==> src/rtl/boot_hex_formatter.sv <==
// Purpose: turns each accepted binary word into one ASCII hex text line (MSB digit first, then CR LF).
// Latency: the first character is valid one cycle after the word is accepted; one character per output transfer.
// Backpressure: out_char holds while out_valid & !out_ready; in_ready is low for the whole line, so no word is dropped.
//
// Ports:
//   clk, reset            clock and asynchronous active-high reset
//   in_valid/in_ready     word handshake; in_ready is high only while no line is in progress
//   in_address, in_data   word to format (the address is used only with BOOT_HEX_FORMATTER_ADDRESS_EN)
//   out_valid/out_ready   character handshake towards the sink
//   out_char              ASCII character
//   busy                  high while a line is in progress
//
// Optional feature: define BOOT_HEX_FORMATTER_ADDRESS_EN to prefix every line with
// "<address hex digits>: ". Without it, in_address is ignored.
module boot_hex_formatter #(
    parameter int address_width = 32,
    parameter int data_width    = 32,
    parameter int char_width    = 8,
    parameter bit uppercase     = 1'b1
) (
    input  logic                     clk,
    input  logic                     reset,
    input  logic                     in_valid,
    output logic                     in_ready,
    input  logic [address_width-1:0] in_address,
    input  logic [data_width-1:0]    in_data,
    output logic                     out_valid,
    input  logic                     out_ready,
    output logic [char_width-1:0]    out_char,
    output logic                     busy
);

    localparam int DATA_DIGITS = data_width / 4;
    localparam int CNT_W       = (DATA_DIGITS > 1) ? $clog2(DATA_DIGITS) : 1;

`ifdef BOOT_HEX_FORMATTER_ADDRESS_EN
    localparam int ADDR_DIGITS = address_width / 4;
    localparam int ACNT_W      = (ADDR_DIGITS > 1) ? $clog2(ADDR_DIGITS) : 1;
`endif

    localparam logic [7:0] ALPHA_BASE = uppercase ? 8'h41 : 8'h61;

    typedef enum logic [2:0] {
        IDLE = 3'd0,
`ifdef BOOT_HEX_FORMATTER_ADDRESS_EN
        ADDR = 3'd1,
        SEP  = 3'd2,
`endif
        DATA = 3'd3,
        CR   = 3'd4,
        LF   = 3'd5
    } state_t;

    state_t                 state;
    state_t                 state_next;
    logic [data_width-1:0]  data_sr;
    logic [CNT_W-1:0]       nib_cnt;
    logic [7:0]             char_c;
    logic                   load;
    logic                   advance;

`ifdef BOOT_HEX_FORMATTER_ADDRESS_EN
    logic [address_width-1:0] addr_sr;
    logic [ACNT_W-1:0]        addr_cnt;
    // 0 while ':' is presented, 1 while the following space is presented
    logic                     sep_cnt;
`else
    logic unused_address;
    assign unused_address = ^in_address;
`endif

    // Maps one nibble to its ASCII hex digit.
    function automatic logic [7:0] hex_char(input logic [3:0] n);
        if (n < 4'd10) begin
            return 8'h30 + {4'h0, n};
        end
        return ALPHA_BASE + {4'h0, n} - 8'd10;
    endfunction

    assign in_ready  = (state == IDLE);
    assign out_valid = (state != IDLE);
    assign busy      = (state != IDLE);
    assign load      = in_valid & in_ready;
    assign advance   = out_valid & out_ready;
    assign out_char  = char_width'(char_c);

    // Next-state and character selection; only output transfers move the line forward.
    always_comb begin
        state_next = state;
        char_c     = 8'h00;
        case (state)
            IDLE: begin
                if (load) begin
`ifdef BOOT_HEX_FORMATTER_ADDRESS_EN
                    state_next = ADDR;
`else
                    state_next = DATA;
`endif
                end
            end
`ifdef BOOT_HEX_FORMATTER_ADDRESS_EN
            ADDR: begin
                char_c = hex_char(addr_sr[address_width-1 -: 4]);
                if (advance && addr_cnt == ACNT_W'(ADDR_DIGITS - 1)) begin
                    state_next = SEP;
                end
            end
            SEP: begin
                char_c = sep_cnt ? 8'h20 : 8'h3A;
                if (advance && sep_cnt) begin
                    state_next = DATA;
                end
            end
`endif
            DATA: begin
                char_c = hex_char(data_sr[data_width-1 -: 4]);
                if (advance && nib_cnt == CNT_W'(DATA_DIGITS - 1)) begin
                    state_next = CR;
                end
            end
            CR: begin
                char_c = 8'h0D;
                if (advance) begin
                    state_next = LF;
                end
            end
            LF: begin
                char_c = 8'h0A;
                if (advance) begin
                    state_next = IDLE;
                end
            end
            default: begin
                state_next = IDLE;
            end
        endcase
    end

    always_ff @(posedge clk or posedge reset) begin
        if (reset) begin
            state   <= IDLE;
            data_sr <= '0;
            nib_cnt <= '0;
`ifdef BOOT_HEX_FORMATTER_ADDRESS_EN
            addr_sr  <= '0;
            addr_cnt <= '0;
            sep_cnt  <= 1'b0;
`endif
        end else begin
            state <= state_next;
            if (load) begin
                data_sr <= in_data;
                nib_cnt <= '0;
`ifdef BOOT_HEX_FORMATTER_ADDRESS_EN
                addr_sr  <= in_address;
                addr_cnt <= '0;
                sep_cnt  <= 1'b0;
`endif
            end else if (advance) begin
                case (state)
`ifdef BOOT_HEX_FORMATTER_ADDRESS_EN
                    ADDR: begin
                        addr_sr <= addr_sr << 4;
                        // counter stops at the last digit so it never wraps inside a line
                        if (addr_cnt != ACNT_W'(ADDR_DIGITS - 1)) begin
                            addr_cnt <= addr_cnt + ACNT_W'(1);
                        end
                    end
                    SEP: begin
                        sep_cnt <= 1'b1;
                    end
`endif
                    DATA: begin
                        data_sr <= data_sr << 4;
                        if (nib_cnt != CNT_W'(DATA_DIGITS - 1)) begin
                            nib_cnt <= nib_cnt + CNT_W'(1);
                        end
                    end
                    default: begin
                    end
                endcase
            end
        end
    end

endmodule

==> config.mk <==
export PLATFORM = sky130hd
export DESIGN_NAME = boot_hex_formatter
export DESIGN_NICKNAME = d
export VERILOG_FILES = /design/src/rtl/boot_hex_formatter.sv
export SDC_FILE = /design/constraint.sdc
export NUM_CORES = 1
export LEC_CHECK = 0
export ABC_AREA = 1
export ABC_CLOCK_PERIOD_IN_PS = 2500
export CORE_UTILIZATION = 45
export CTS_BUF_LIST = sky130_fd_sc_hd__clkbuf_8
export CTS_CLUSTER_SIZE = 16
export DETAILED_ROUTE_END_ITERATION = 10
export PLACE_DENSITY_LB_ADDON = 0.12
export SYNTH_ARGS = -nofsm -noshare
export SYNTH_HDL_FRONTEND = slang
export SYNTH_SLANG_ARGS = --single-unit
==> constraint.sdc <==
create_clock -name clk -period 2.5 [get_ports clk]
set_input_delay 0.5 -clock clk [delete_from_list [all_inputs] [get_ports clk]]
set_output_delay 0.5 -clock clk [all_outputs]
set_load 0.1 [all_outputs]
==> key figures <==
Critical path
  – WS Path Type: register to output pin
  – Slowest CP cell: dfrtp_1
  – Critical path required time: about 2.0 ns
  – CP Cell Sequence: inv_1, nand3_1, a21oi_1, o21ai_0, nand2_1, buf_12
  – Slowest stage delay, CP: between 0.4 and 0.5 ns
  – CP endpoint kind: output pin
  – CP max FO: 6
  – CP delay by family, top: flip-flops
  – WP data arrival: ~1.8 ns
  – CP Launch Type: register
  – Bufs and invs on worst path: 2

Power
  – PwrDens: about 1200 nW/um^2
  – Sw Share: a little under half
  – Reg power frac: 35.0%
  – Gate power share: between 50% and 60%
  – Internal power: around 1.6 mW
  – NetSw: 1.42 mW
  – VDD IR max: just over 0.6 mV
  – Pleak: approximately 1.3 nW
  – Clock power share: about 14%

STA
  – Slew @ Worst Pin: approximately 0.50 ns
  – RSZ-0062 raised after global routing: no
  – Final setup viols: 0
  – Final Critical Period: approximately 2.3 ns
  – Max Fclk: about 440 MHz
  – Final max-slew violation count: 0
  – Worst relative slew slack: 66.3%
  – Fin Setup TNS: 0 ns
  – Final worst-path cycle share: 91.6%
  – Final Skew: between 0.003 and 0.004 ns
  – Hold Vio Cnt, Final: 0
  – Hold_ws: roughly 0.47 ns

Synth
  – Compound-Gate Fraction of Synth Area: under 10%
  – Synth warn: 0
  – Mux contribution to synthesized area: 0%
  – Post-synthesis cell count: around 250
  – Synth Area in Simple Gates: a little under two fifths
  – Syn nets: 320
  – Syn avg cell area: around 7.6 sq um
  – Synth top area share: 50.1%
  – Synth Area in XOR/XNOR: 0%
  – Combinational family with the most area after synthesis: simple AND/OR/NAND/NOR gates
  – Library cells used by synthesis: 19
  – Synthesized flop and latch total: 38
  – Adder-cell share of the synthesized area: under 10%
  – Mapped Area: 1900 sq um
  – Largest cells by area after synthesis: dfrtp_1 (50%), nand2_1 (24%), nand3_1 (10%)
  – Cell taking the most area after synthesis: dfrtp_1
  – Register area share after synthesis: ~50%

Die
  – Rows: 23
  – Die X: about 67 microns
  – Core ar.: 4030 sq um
  – Initial Utilization: between 40 and 50%
  – I/O pin count: between 70 and 80
  – Die height: around 67 microns
  – Die area: approximately 4500 sq um

Clock tree
  – Post_cts resized: 0
  – Setup bufs post-CTS: 0
  – TritonCTS clock tree: yes
  – Post-cts hold buffer count: 0
  – H-Tree Depth: 2
  – CTS Buf Count: 5
  – Clock Tree Buf Depth: 2
  – Skew-Pair Late Insertion Delay: slightly below 0.3 ns
  – Clock Sinks: 38
  – Worst-path clk slew: about 0.070 ns
  – Root Buffer: clkbuf_8

Final layout
  – Fillers: 377
  – Post-synthesis to final-layout area growth: 33.0%
  – Layout cell share with drive strength beyond 1: between 10% and 20%
  – N_diodes: 0
  – Nets: approximately 360

Route
  – DRC: 0
  – Initial DRC Count: 104
  – Routed Antenna Nets: 0
  – Via density: 4.78
  – WL/cell: 10.9 microns
  – Via Count: around 1600
  – Drt first pass iters: 4
  – Final wirelength: roughly 3700 microns

Global routing
  – Largest net degree at the start of global routing: 39
  – Vias in the first global route: 1441
  – Initial antenna violation count: 0
  – First-pass GRT wire length: roughly 6400 microns
  – Grt total ovfl: 0
  – Total track usage: between 10% and 20%

Place
  – HPWL Detailed: between 2000 and 3000 microns
  – Placer congestion estimate: a little over 0.8
  – # port buffers: 45

Job
  – Maxcap violations: 0

Hold path
  – Hold Path Class: register to register

Status
  – Run status: finished clean
[sequential cells by signal, summed over array words and instances, names as in the netlist]
name / flops
data_sr: 32
nib_cnt: 3
state: 3
[worst min-delay path, cell delays in order, from the launching register on]
cell and delay, ns:
dfrtp_1 0.34, nand2_1 0.05, nand2_1 0.04
[layer usage]
| layer | GRT usage (%) | wire length [microns] | part of all wire (%) | up-vias |
|---|---|---|---|---|
| met5 | 0 | 0 | 0 | - |
| met4 | 7.18 | 59 | 1.6 | 0 |
| met3 | 4.62 | 165 | 4.4 | 7 |
| met2 | 30.9 | 1730 | 46 | 37 |
| met1 | 24.6 | 1780 | 48 | 729 |
| li1 | - | - | - | 862 |
[layout by cell type (no fill, tap or decap)]
cell / Yosys / final
nand2_1: 123 / 122
nand3_1: 39 / 39
dfrtp_1: 38 / 38
clkdlybuf4s50_1: 0 / 35
inv_1: 14 / 13
buf_12: 0 / 8
clkbuf_8: 0 / 6
o21ai_0: 7 / 5
inv_2: 3 / 3
ha_1: 3 / 3
buf_4: 4 / 3
nor2_4: 1 / 2
nand2_2: 1 / 2
nor2_2: 1 / 2
clkinvlp_4: 0 / 2
nand4_1: 2 / 2
nand3_2: 1 / 1
o21ai_1: 0 / 1
a21oi_1: 1 / 1
o21bai_1: 1 / 1
o21ai_2: 0 / 1
conb_1: 1 / 1
clkinv_2: 0 / 1
[power by group through the flow]
stage               Clock [mW]  Sequential (mW)  Combinational [mW]
detailed placement           0             1.07                1.55
global placement             0             1.06                1.52
CTS                      0.454             1.06                1.55
floorplan                    0             1.03                1.20
global route             0.479             1.09                1.69
finish                   0.439             1.06                1.53
[cell families after synthesis]
logic type,after synthesis
DFF,38
adders and majority gates,3
and+or+nand+nor,170
other,1
AOI/OAI and AO/OA,9
buffers and inverters,28
[metrics by stage]
step	setup slack, ns	utilization (%)	instances	instance area [sq um]	total power, mW
2_1_floorplan	0.0215	-	249	1920	2.23
3_3_place_gp	0.483	60.3	334	2430	2.58
3_5_place_dp	0.447	60.3	334	2430	2.62
4_1_cts	0.127	62.7	342	2520	3.06
5_1_grt	0.0437	62.7	342	2520	3.26
6_report	0.209	62.7	342	2520	3.03
[Yosys cell counts]
| cell | count |
|---|---|
| nor2_4 | 1 |
| conb_1 | 1 |
| o21ai_0 | 7 |
| o21bai_1 | 1 |
| ha_1 | 3 |
| nand3_2 | 1 |
| inv_2 | 3 |
| nand2_1 | 123 |
| nor2_2 | 1 |
| nand3_1 | 39 |
| buf_6 | 3 |
| dfrtp_1 | 38 |
| nand2_2 | 1 |
| nor2_1 | 2 |
| nand4_1 | 2 |
| inv_1 | 14 |
| a21oi_1 | 1 |
| buf_2 | 4 |
| buf_4 | 4 |
[final timing paths]
check                            from          end  slack [ns]  depth (start not counted)
min in group asynchronous       reset  data_sr[30]        0.63                          3
max reg2reg                  state[2]   nib_cnt[1]        0.89                          6
min reg2reg                data_sr[3]   data_sr[3]        0.47                          2
min                        data_sr[3]   data_sr[3]        0.47                          2
max                          state[2]  out_char[0]        0.21                          6
max in group asynchronous       reset   nib_cnt[2]        1.54                          3
[final cells by class]
| class | count | area, sq um | area share, % |
|---|---|---|---|
| sequential | 38 | 951 | 37.7 |
| multi-input combinational | 183 | 816 | 32.3 |
| timing repair buffer | 46 | 533 | 21.1 |
| clock buffer | 6 | 82.6 | 3.27 |
| inverter | 17 | 67.6 | 2.68 |
| tap | 50 | 62.6 | 2.48 |
| clock inverter | 2 | 12.5 | 0.496 |
Power figures use the tool's default switching activity.
